[config.mk]
export PLATFORM = sky130hd
export DESIGN_NAME = aes_job_scheduler
export DESIGN_NICKNAME = d
export VERILOG_FILES = /design/src/rtl/aes_job_scheduler.sv
export SDC_FILE = /design/constraint.sdc
export NUM_CORES = 1
export LEC_CHECK = 0
export CAP_MARGIN = 10
export CORE_AREA = 5 5 258 260
export DETAILED_ROUTE_END_ITERATION = 16
export DIE_AREA = 0 0 263 265
export DONT_BUFFER_PORTS = 1
export MAX_ROUTING_LAYER = met4
export PLACE_DENSITY = 0.46
export SYNTH_ARGS = -nofsm -noshare
export SYNTH_HDL_FRONTEND = slang
export SYNTH_SLANG_ARGS = --single-unit
[constraint.sdc]
create_clock -name clk -period 1.7 [get_ports clk]
set_input_delay 0.34 -clock clk [delete_from_list [all_inputs] [get_ports clk]]
set_output_delay 0.34 -clock clk [all_outputs]
set_load 0.005 [all_outputs]
[src/rtl/aes_job_scheduler.sv]
// aes_job_scheduler: round-robin front end feeding one AES job at a time to a byte-serial core.
// Optional WAIT watchdog is compiled in only when AES_SCHED_TIMEOUT_EN is defined.
module aes_job_scheduler #(
  parameter int TIMEOUT_CYCLES = 1023
) (
  input  logic         clk,
  input  logic         rst_n,
  input  logic         req_a,
  input  logic         req_b,
  input  logic [127:0] key_a,
  input  logic [127:0] msg_a,
  input  logic [127:0] key_b,
  input  logic [127:0] msg_b,
  output logic         gnt_a,
  output logic         gnt_b,
  output logic         core_load,
  output logic [7:0]   core_key,
  output logic [7:0]   core_msg,
  input  logic         core_done,
  input  logic [7:0]   core_ct,
  output logic [127:0] ct,
  output logic         ct_valid,
  output logic         ct_id,
  input  logic         ct_ready,
  output logic         err
);

  typedef enum logic [2:0] {IDLE, LOAD, WAIT, COLLECT, OUT} state_t;

  state_t       state_reg;
  logic [3:0]   cnt_reg;
  logic         last_b_reg;
  logic [127:0] key_sh_reg, msg_sh_reg, ct_reg;
  logic         core_load_reg, ct_valid_reg, ct_id_reg, err_reg;
  logic [7:0]   core_key_reg, core_msg_reg;
  logic         pick_a, pick_b, timeout;
  logic [127:0] key_sel, msg_sel;

  // A tie goes to whoever was not granted last; a lone requester always wins.
  assign pick_a  = req_a && (!req_b || last_b_reg);
  assign pick_b  = req_b && !pick_a;
  assign key_sel = pick_a ? key_a : key_b;
  assign msg_sel = pick_a ? msg_a : msg_b;

  assign gnt_a     = rst_n && (state_reg == IDLE) && pick_a;
  assign gnt_b     = rst_n && (state_reg == IDLE) && pick_b;
  assign core_load = core_load_reg;
  assign core_key  = core_key_reg;
  assign core_msg  = core_msg_reg;
  assign ct        = ct_reg;
  assign ct_valid  = ct_valid_reg;
  assign ct_id     = ct_id_reg;
  assign err       = err_reg;

`ifdef AES_SCHED_TIMEOUT_EN
  localparam int TW = $clog2(TIMEOUT_CYCLES + 1);
  logic [TW-1:0] to_cnt_reg;

  // Held at zero outside WAIT, so every WAIT entry starts a fresh count.
  always_ff @(posedge clk) begin
    if (!rst_n || state_reg != WAIT) to_cnt_reg <= '0;
    else                             to_cnt_reg <= to_cnt_reg + 1'b1;
  end
  assign timeout = (to_cnt_reg == TW'(TIMEOUT_CYCLES - 1));
`else
  assign timeout = 1'b0;
`endif

  always_ff @(posedge clk) begin
    if (!rst_n) begin
      state_reg     <= IDLE;
      cnt_reg       <= '0;
      last_b_reg    <= 1'b1;
      key_sh_reg    <= '0;
      msg_sh_reg    <= '0;
      ct_reg        <= '0;
      core_load_reg <= 1'b0;
      core_key_reg  <= '0;
      core_msg_reg  <= '0;
      ct_valid_reg  <= 1'b0;
      ct_id_reg     <= 1'b0;
      err_reg       <= 1'b0;
    end else begin
      err_reg <= 1'b0;
      case (state_reg)
        IDLE: if (pick_a || pick_b) begin
          core_load_reg <= 1'b1;
          core_key_reg  <= key_sel[127:120];
          core_msg_reg  <= msg_sel[127:120];
          key_sh_reg    <= {key_sel[119:0], 8'h00};
          msg_sh_reg    <= {msg_sel[119:0], 8'h00};
          ct_id_reg     <= pick_b;
          last_b_reg    <= pick_b;
          cnt_reg       <= '0;
          state_reg     <= LOAD;
        end
        LOAD: begin
          cnt_reg <= cnt_reg + 1'b1;
          if (cnt_reg == 4'd15) begin
            core_load_reg <= 1'b0;
            core_key_reg  <= '0;
            core_msg_reg  <= '0;
            state_reg     <= WAIT;
          end else begin
            core_key_reg <= key_sh_reg[127:120];
            core_msg_reg <= msg_sh_reg[127:120];
            key_sh_reg   <= {key_sh_reg[119:0], 8'h00};
            msg_sh_reg   <= {msg_sh_reg[119:0], 8'h00};
          end
        end
        WAIT: if (core_done) begin
          ct_reg    <= {ct_reg[119:0], core_ct};
          cnt_reg   <= 4'd1;
          state_reg <= COLLECT;
        end else if (timeout) begin
          err_reg   <= 1'b1;
          state_reg <= IDLE;
        end
        COLLECT: begin
          ct_reg  <= {ct_reg[119:0], core_ct};
          cnt_reg <= cnt_reg + 1'b1;
          if (cnt_reg == 4'd15) begin
            ct_valid_reg <= 1'b1;
            state_reg    <= OUT;
          end
        end
        OUT: if (ct_ready) begin
          ct_valid_reg <= 1'b0;
          state_reg    <= IDLE;
        end
        default: state_reg <= IDLE;
      endcase
    end
  end

endmodule

**After elaboration in Yosys (flattened, before gate mapping)**

Cells that the tools add are included.

- Bits in registers: 411
- Logic and storage cells: 77

- Muxes and demuxes: 31
- Equal/unequal tests: 11
- Add/sub/neg operators: 1
- Reductions and logical operators: 23

Operators by type and width:

| cell | number |
|---|---|
| $mux W128 | 7 |
| $pmux W128 S2 | 3 |
| $mux W8 | 4 |
| $pmux W8 S2 | 2 |
| $mux W3 | 5 |
| $pmux W3 S5 | 1 |
| $pmux W4 S3 | 1 |
| $reduce_and A3 Y1 | 4 |
| $ne A2 B2 Y1 const B | 5 |
| $mux W4 | 2 |
| $eq A3 B2 Y1 const B | 2 |
| $reduce_and A2 Y1 | 3 |
| $reduce_bool A2 Y1 | 3 |
| $logic_and A1 B1 Y1 | 5 |
| $reduce_and A5 Y1 | 1 |
| $add A4 B1 Y4 const B | 1 |
| $eq A4 B4 Y1 const B | 1 |
| $mux W1 | 4 |
| $pmux W1 S2 | 2 |
| $eq A3 B1 Y1 const B | 1 |
| $eq A3 B3 Y1 const B | 1 |
| $logic_not A3 Y1 | 1 |
| $reduce_bool A3 Y1 | 1 |
| $logic_not A1 Y1 | 2 |
| 3 further kinds | 4 |

**Logic depth before layout (Yosys ltp)**

Gate-level depths: netlist of run 1.

- Depth in word-level cells: 8
- Depth in mapped cells: 8

**Worst setup path before layout of run 1**

No wires, ideal clock.

- Path kind: reg-to-reg
- Start: register cnt_reg[0]
- End: register key_sh_reg[100]
- Arrival time: 1.738 ns
- Cell stages (with the launch flop): 8
- Path buffers: 2
- Library setup time: 0.087 ns
- Path slack: -0.125 ns
- Period minus slack after synthesis: 1.825 ns
- Cell sequence: dfxtp_1 -> ha_1 -> nand3_1 -> a221oi_2 -> buf_2 -> clkbuf_1 -> nand2_1 -> o31ai_1

- Longest elaborated chain between the ends: 3

Ends and longest elaborated chain:

| what | line | source |
|---|---|---|
| start, declared | 31 | `logic [3:0] cnt_reg;` |
| start signal, assigned | 98 | `cnt_reg <= cnt_reg + 1'b1;` |
| start signal, assigned | 121 | `cnt_reg <= cnt_reg + 1'b1;` |
| $eq A4 B4 Y1 | 99 | `if (cnt_reg == 4'd15) begin` |
| $ne A2 B2 Y1 (no line) | -- |  |
| $reduce_and A3 Y1 (no line) | -- |  |
| end signal, assigned | 90 | `key_sh_reg <= {key_sel[119:0], 8'h00};` |
| end signal, assigned | 107 | `key_sh_reg <= {key_sh_reg[119:0], 8'h00};` |
| end, declared | 33 | `logic [127:0] key_sh_reg, msg_sh_reg, ct_reg;` |

Every way passes these cells.
A chain may end at the register's enable or synchronous reset.

**Worst setup path in the final report of run 1**

- Start: register state_reg[1]
- End: register msg_sh_reg[90]

- Longest elaborated chain between the ends: 3
- Elaborated cells between the ends (all ways): 7

Ends and longest elaborated chain:

| what | line | source |
|---|---|---|
| start, declared | 30 | `state_t state_reg;` |
| start signal, assigned | 71 | `state_reg <= IDLE;` |
| start signal, assigned | 95 | `state_reg <= LOAD;` |
| start signal, assigned | 103 | `state_reg <= WAIT;` |
| $eq A3 B1 Y1 / $logic_not A3 Y1 (equally long branches) | 85 | `case (state_reg)` |
| $ne A2 B2 Y1 (no line), or another cell as far along | -- |  |
| $reduce_and A3 Y1 (no line) | -- |  |
| end signal, assigned | 91 | `msg_sh_reg <= {msg_sel[119:0], 8'h00};` |
| end signal, assigned | 108 | `msg_sh_reg <= {msg_sh_reg[119:0], 8'h00};` |
| end, declared | 33 |  |

Several ways; a longest one is shown, not always the timed one.

==> results of run 1 <==
## where the power goes
part,switching (W),leakage (nW),total [W],internal (W)
Sequential,0.000624,3.24,0.0105,0.00987
Clock,0.00410,0.680,0.00935,0.00525
Combinational,0.00284,7.44,0.00535,0.00251
Total,0.00756,11.4,0.0252,0.0176
## cells in the mapped netlist
cell / instances / share of area [%]
inv_1: 2 / 0.041
o21ai_0: 274 / 7.4
and2_1: 1 / 0.034
clkbuf_1: 210 / 4.3
dfxtp_1: 395 / 43
nor3b_1: 1 / 0.041
xor2_1: 1 / 0.048
inv_2: 1 / 0.020
nand3_1: 34 / 0.92
and3_1: 17 / 0.58
mux2i_1: 1 / 0.054
or3_1: 1 / 0.034
or2_2: 3 / 0.10
buf_1: 8 / 0.16
o21a_1: 17 / 0.69
nand2b_1: 4 / 0.14
o22ai_1: 4 / 0.14
buf_4: 8 / 0.33
a221oi_2: 1 / 0.082
conb_1: 1 / 0.020
buf_2: 9 / 0.24
a32oi_1: 1 / 0.048
a21oi_1: 372 / 10
o32ai_1: 1 / 0.048
nor3b_4: 1 / 0.10
a21o_1: 17 / 0.69
nor4_1: 1 / 0.034
ha_1: 1 / 0.068
nand2_1: 735 / 15
nand2_2: 1 / 0.034
nor2b_1: 1 / 0.034
nor3_2: 1 / 0.054
a31oi_1: 18 / 0.61
o31ai_1: 224 / 9.1
o211ai_1: 1 / 0.041
nor2_1: 236 / 4.8
buf_6: 12 / 0.73
or3b_1: 1 / 0.048
nor3_1: 1 / 0.027
nor2_2: 1 / 0.034
## per-layer routing
layer / vias to the layer above / part of all wire (%) / global-route usage [%]
li1: 9417 / - / -
met1: 9516 / 42 / 26.3
met2: 734 / 49 / 34.7
met3: 130 / 5.8 / 3.81
met4: 0 / 2.4 / 5.58
met5: - / 0 / -
## cell families (layout without fill, tap and decap cells)
| group | Yosys count | in the layout | synth area share [%] |
|---|---|---|---|
| flops | 395 | 395 | 42.9 |
| other cells | 1 | 3 | 0.0204 |
| fa+ha+maj | 1 | 1 | 0.0679 |
| xor+xnor | 1 | 1 | 0.0476 |
| simple gates | 1040 | 1042 | 22.0 |
| buf+inv | 250 | 469 | 5.81 |
| compound gates | 930 | 930 | 29.0 |
| mux | 1 | 1 | 0.0544 |
## worst max-delay path, delay by kind of cell (launching register included)
| family | cells | cell delay (ps) |
|---|---|---|
| flip-flops | 1 | 360 |
| buffers and inverters | 6 | 920 |
| AO/OA/AOI/OAI | 1 | 70 |
| AND/OR/NAND/NOR | 2 | 520 |
## repair_timing
action                                 CTS  global route
gates resized for setup                163           909
setup endpoints to repair              242           366
endpoints found under the hold margin  123            32
hold buffers                            87            32
pin swaps                               62           187
cloned                                  24            57
setup buffers                           30            35
## metrics by stage
| stage | instance area (µm²) | TNS [ps] | util, % | total power (W) |
|---|---|---|---|---|
| after global placement | 20000 | -20160 | 31.4 | 0.0133 |
| after detailed placement | 20000 | -26630 | 31.4 | 0.0134 |
| after floorplan | 18500 | -13540 | - | 0.0123 |
| after global routing | 28900 | -58160 | 45.2 | 0.0263 |
| after CTS | 23800 | -36630 | 37.3 | 0.0236 |
| final | 28900 | -42580 | 45.2 | 0.0252 |
## path summary, 6_finish.rpt
kind | start | end | depth (start not counted)
hold / removal | msg_b[107] | msg_sh_reg[115] | 2
setup reg to reg | state_reg[1] | msg_sh_reg[90] | 9
hold reg to reg | msg_sh_reg[109] | msg_sh_reg[109] | 2
setup / recovery | state_reg[1] | msg_sh_reg[90] | 9
## layout make-up
cell class | count | area, µm²
sequential | 395 | 7920
clock inverter | 12 | 124
antenna | 2 | 5.00
tap | 855 | 1070
multi-input combinational | 1976 | 12800
inverter | 3 | 13.8
timing repair buffer | 391 | 5650
clock buffer | 63 | 1270
fill | 6160 | 35000
==> qor.txt, run 1 <==
share of cells above drive strength 1 -> 33.7%
via count -> 19.8k
Slew Viols, Final -> 0
max-slew headroom at the worst pin -> 36.1%
pin count of the biggest net entering global routing -> 264
WHS -> -1.79 ps
CP endpoint kind -> register
worst path arrival time -> 2480 ps
Port Buffers -> 0
first-pass GRT wire length -> 112000 µm
Avg WL per Cell -> 22.9 µm
Mapped Area -> 18400 µm²
Worst-Margin Slew -> 959 ps
CP max FO -> 6
CTS tree -> yes
Clock Tree Root -> clkbuf_16
cell repeated most along the worst path -> buf_6
PwrDens -> 873 nW/µm²
die area -> 69700 µm²
part of the cycle the worst path needs -> 119%
Worst-Skew Late Latency -> 590 ps
CP required -> 2150 ps
Synth Warn # -> 0
CP startpoint kind -> register
sequential fraction of the synthesis area -> 42.9%
initial antenna violation count -> 2
Clock Skews -> 25.1 ps
H-tree levels -> 2
most frequent cells in the layout -> nand2_1 (556), dfxtp_1 (390), a21oi_1 (282)
number of global-route vias before repair -> 18.5k
post-DR vias/cell -> 5.35
IR drop worst, VDD -> 601 µV
Longest Clk Path Bufs -> 3
Global Route Usage Sum -> 20.9%
crit-path cells -> buf_6 > or3b_4 > buf_6 > buf_16 > buf_16 > buf_6 > clkbuf_16 > nor2_4 > o31ai_4
I/O pin cnt -> 676
Static Leak -> 11.4 nW
slowest CP cell -> or3b_4
Synth cell types -> 40
max FFs per register -> 128
placed cell count -> 3364
Final min period -> 2030 ps
DIE HEIGHT -> 265 µm
Mapped Cells -> 2619
antenna-violating nets left -> 0
Layout Cells excl Fill -> 3697
Final nets -> 3339
Worst Setup Path Type -> register to register
Die Width -> 263 µm
Setup WS post-layout -> -327 ps
RSZ-0062 raised after global routing -> true
TritonCTS Buffers -> 45
Core ar. -> 63900 µm²
Max Cap Viol -> 0
CTS clk-pin slew, worst paths -> 60 ps
max incr delay on CP -> 420 ps
residual DRC count -> 0
final hold vios -> 1
area grow syn2layout -> 56.8%
HPWL after detailed placement -> 52800 µm
syn avg cell area -> 7.03 µm²
total wire length -> 84800 µm
RePlAce Congestion -> 0.903
syn_nets -> 3146
Yosys reg bits -> 395
pre-CTS setup slack -> -174 ps
CTS Sinks -> 395
starting density of the core -> 28.8%
Max Freq -> 0.493 GHz
status -> finished, violations left
drt initial violations -> 1310
# setup viols final -> 242
grt total ovfl -> 0
most common cell after layout, fill and taps aside -> nand2_1
Hold Crit Class -> primary input to register
site row count -> 93
R2R Setup Slk -> -330 ps
failing checks -> hold timing, setup timing
DR pass1 iterations -> 6
Note: power is estimated with default switching activity, not from simulation.
==> inputs of run 2 (changes only) <==
--- a/config.mk
+++ b/config.mk
@@ -7,11 +7,14 @@
 export LEC_CHECK = 0
 export CAP_MARGIN = 10
 export CORE_AREA = 5 5 258 260
+export CTS_BUF_LIST = sky130_fd_sc_hd__clkbuf_2 sky130_fd_sc_hd__clkbuf_4 sky130_fd_sc_hd__clkbuf_8
+export CTS_CLUSTER_SIZE = 12
 export DETAILED_ROUTE_END_ITERATION = 16
 export DIE_AREA = 0 0 263 265
 export DONT_BUFFER_PORTS = 1
 export MAX_ROUTING_LAYER = met4
 export PLACE_DENSITY = 0.46
+export SLEW_MARGIN = 0
 export SYNTH_ARGS = -nofsm -noshare
 export SYNTH_HDL_FRONTEND = slang
 export SYNTH_SLANG_ARGS = --single-unit
==> run 2 against run 1 <==
  * The flow finishes with violations (setup timing)
  * Flip-flop and latch count unchanged
  * Final area increased by 12%
  * Register-to-register slack improved by 20 ps
  * Sequential power hardly changed
  * Routed wire length up 6.6%
  * Global-route usage up 1.0 points
  * Core utilization increased by 5.4 points
  * Count of clock-buffer cells in the layout increased by 50
  * Die area unchanged
  * First-iteration DRC count rose by 8.6%
  * Cell count increased by 6.9%
  * Clock power up 5.6%
  * Largest cell class unchanged
  * Largest power group unchanged
==> qor.txt, run 2 (same netlist as run 1, synthesis figures left out) <==
Max Freq -> 0.489 GHz (-0.77%)
most frequent cells in the layout -> nand2_1 (521), dfxtp_1 (391), dlygate4sd3_1 (307)
H-tree levels -> 3 (+1)
CTS tree -> yes
CTS Sinks -> 395 (unchanged)
grt total ovfl -> 0 (unchanged)
Avg WL per Cell -> 22.9 µm (-0.32%)
CP max FO -> 5 (-1)
max-slew headroom at the worst pin -> 45.5% (+9.4 points)
Setup WS post-layout -> -343 ps (-15.7 ps)
DIE HEIGHT -> 265 µm (unchanged)
Longest Clk Path Bufs -> 3 (unchanged)
Worst-Skew Late Latency -> 650 ps (+60 ps)
final hold vios -> 0 (-1)
failing checks -> setup timing
Worst Setup Path Type -> register to output port
CP top delay family -> simple AND/OR/NAND/NOR gates
post-DR vias/cell -> 5.34 (-0.21%)
die area -> 69700 µm² (unchanged)
Global Route Usage Sum -> 21.9% (+1.0 points)
Slew Viols, Final -> 0 (unchanged)
via count -> 21.1k (+6.7%)
IR drop worst, VDD -> 444 µV (-26%)
Reg area -> 7920 µm² (about the same)
PwrDens -> 826 nW/µm² (-5.4%)
Die Width -> 263 µm (unchanged)
max FFs per register -> 128 (unchanged)
Static Leak -> 13.3 nW (+17%)
R2R Setup Slk -> -310 ps (+20 ps)
pin count of the biggest net entering global routing -> 252 (-4.5%)
DR pass1 iterations -> 5 (-1)
residual DRC count -> 0 (unchanged)
Max Cap Viol -> 0 (unchanged)
Multi-input gate area -> 13900 µm² (+8.6%)
share of cells above drive strength 1 -> 35.0% (+1.3 points)
first-pass GRT wire length -> 119000 µm (+5.8%)
max incr delay on CP -> 360 ps (-60 ps)
CP required -> 1360 ps (-790 ps)
CP endpoint kind -> output port
crit-path cells -> buf_6 > nor3_4 > buf_6 > buf_6 > nand2_4 > nor2_4
Worst-Margin Slew -> 817 ps (-142 ps)
Power, Total -> 0.0267 W (+5.9%)
worst path arrival time -> 1700 ps (-780 ps)
placed cell count -> 3364 (unchanged)
pre-CTS setup slack -> -174 ps (unchanged)
antenna-violating nets left -> 0 (unchanged)
number of global-route vias before repair -> 20.0k (+8.3%)
status -> finished, violations left
cell repeated most along the worst path -> buf_6
Clock Skews -> 40.6 ps (+15.4 ps)
Final nets -> 3565 (+6.8%)
crit path buf inv count -> 3 (-3)
Port Buffers -> 0 (unchanged)
# setup viols final -> 242 (unchanged)
Clock Tree Root -> clkbuf_8
WHS -> 32.3 ps (+34.1 ps)
most common cell after layout, fill and taps aside -> nand2_1
area grow syn2layout -> 75.5%
Layout Cells excl Fill -> 3953 (+6.9%)
Hold Crit Class -> primary input to register
part of the cycle the worst path needs -> 120% (+0.92 points)
RSZ-0062 raised after global routing -> true
TritonCTS Buffers -> 73 (+62%)
Core ar. -> 63900 µm² (unchanged)
Final min period -> 2040 ps (+15.7 ps)
RePlAce Congestion -> 0.903 (unchanged)
I/O pin cnt -> 676 (unchanged)
CTS clk-pin slew, worst paths -> 60 ps (about the same)
drt initial violations -> 1423 (+8.6%)
total wire length -> 90400 µm (+6.6%)
starting density of the core -> 28.8% (unchanged)
Fin Setup TNS -> -49150 ps (-6570 ps)
site row count -> 93 (unchanged)
initial antenna violation count -> 5 (+3)
CP startpoint kind -> register
HPWL after detailed placement -> 52800 µm (unchanged)
slowest CP cell -> dfxtp_4
number of fillers in the final layout -> 5755 (-6.6%)
## run 2: stage by stage
stage	util, %	instance area [µm²]
floorplan	-	18500
global placement	31.4	20000
detailed placement	31.4	20000
CTS	40.9	26100
global route	50.6	32300
finish	50.6	32300
## run 2: power by group
part           switching, W  internal (W)
logic               0.00328       0.00299
registers          0.000672       0.00988
clock network       0.00432       0.00554
## run 2: layer usage
metal  share of wire (%)  global-route usage (%)  vias to the layer above
met2                  49                    36.0                      923
met1                  42                    27.1                    10154
met3                 6.0                    4.66                      174
li1                    -                       -                     9872
met4                 2.9                    6.64                        0
met5                   0                       -                        -
## run 2: worst paths after layout
kind / to / cells past startpoint / startpoint
worst max register to register: msg_sh_reg[35] / 9 / state_reg[1]
worst max-delay path: gnt_b / 6 / state_reg[0]
worst min-delay path: msg_sh_reg[23] / 2 / msg_b[15]
worst min register to register: key_sh_reg[88] / 2 / key_sh_reg[88]
## run 2: cell type report
| class | instances | area share (%) |
|---|---|---|
| inverters | 3 | 0.0426 |
| multi-input cells | 1976 | 43.1 |
| well taps | 855 | 3.31 |
| diodes | 5 | 0.0387 |
| clock inverters | 17 | 0.507 |
| repair buffers | 589 | 24.1 |
| clock buffers | 113 | 4.39 |
| flip-flops and latches | 395 | 24.5 |
## run 2: worst reg2reg max path, cell delays in order (launching register included)
cell and delay, ps:
dfxtp_4 350, buf_6 120, buf_6 120, nor3b_4 230
nand2_2 90, a21o_4 250, buf_12 160, buf_8 160
clkbuf_16 190, o31ai_4 240
## run 2: repair_timing
action / CTS / global route
endpoints found under the setup margin: 236 / 378
hold buffers: 308 / 0
cloned: 25 / 69
endpoints found under the hold margin: 271 / 0
pin swaps: 61 / 276
gates resized for setup: 190 / 1033
buffers inserted: 29 / 38
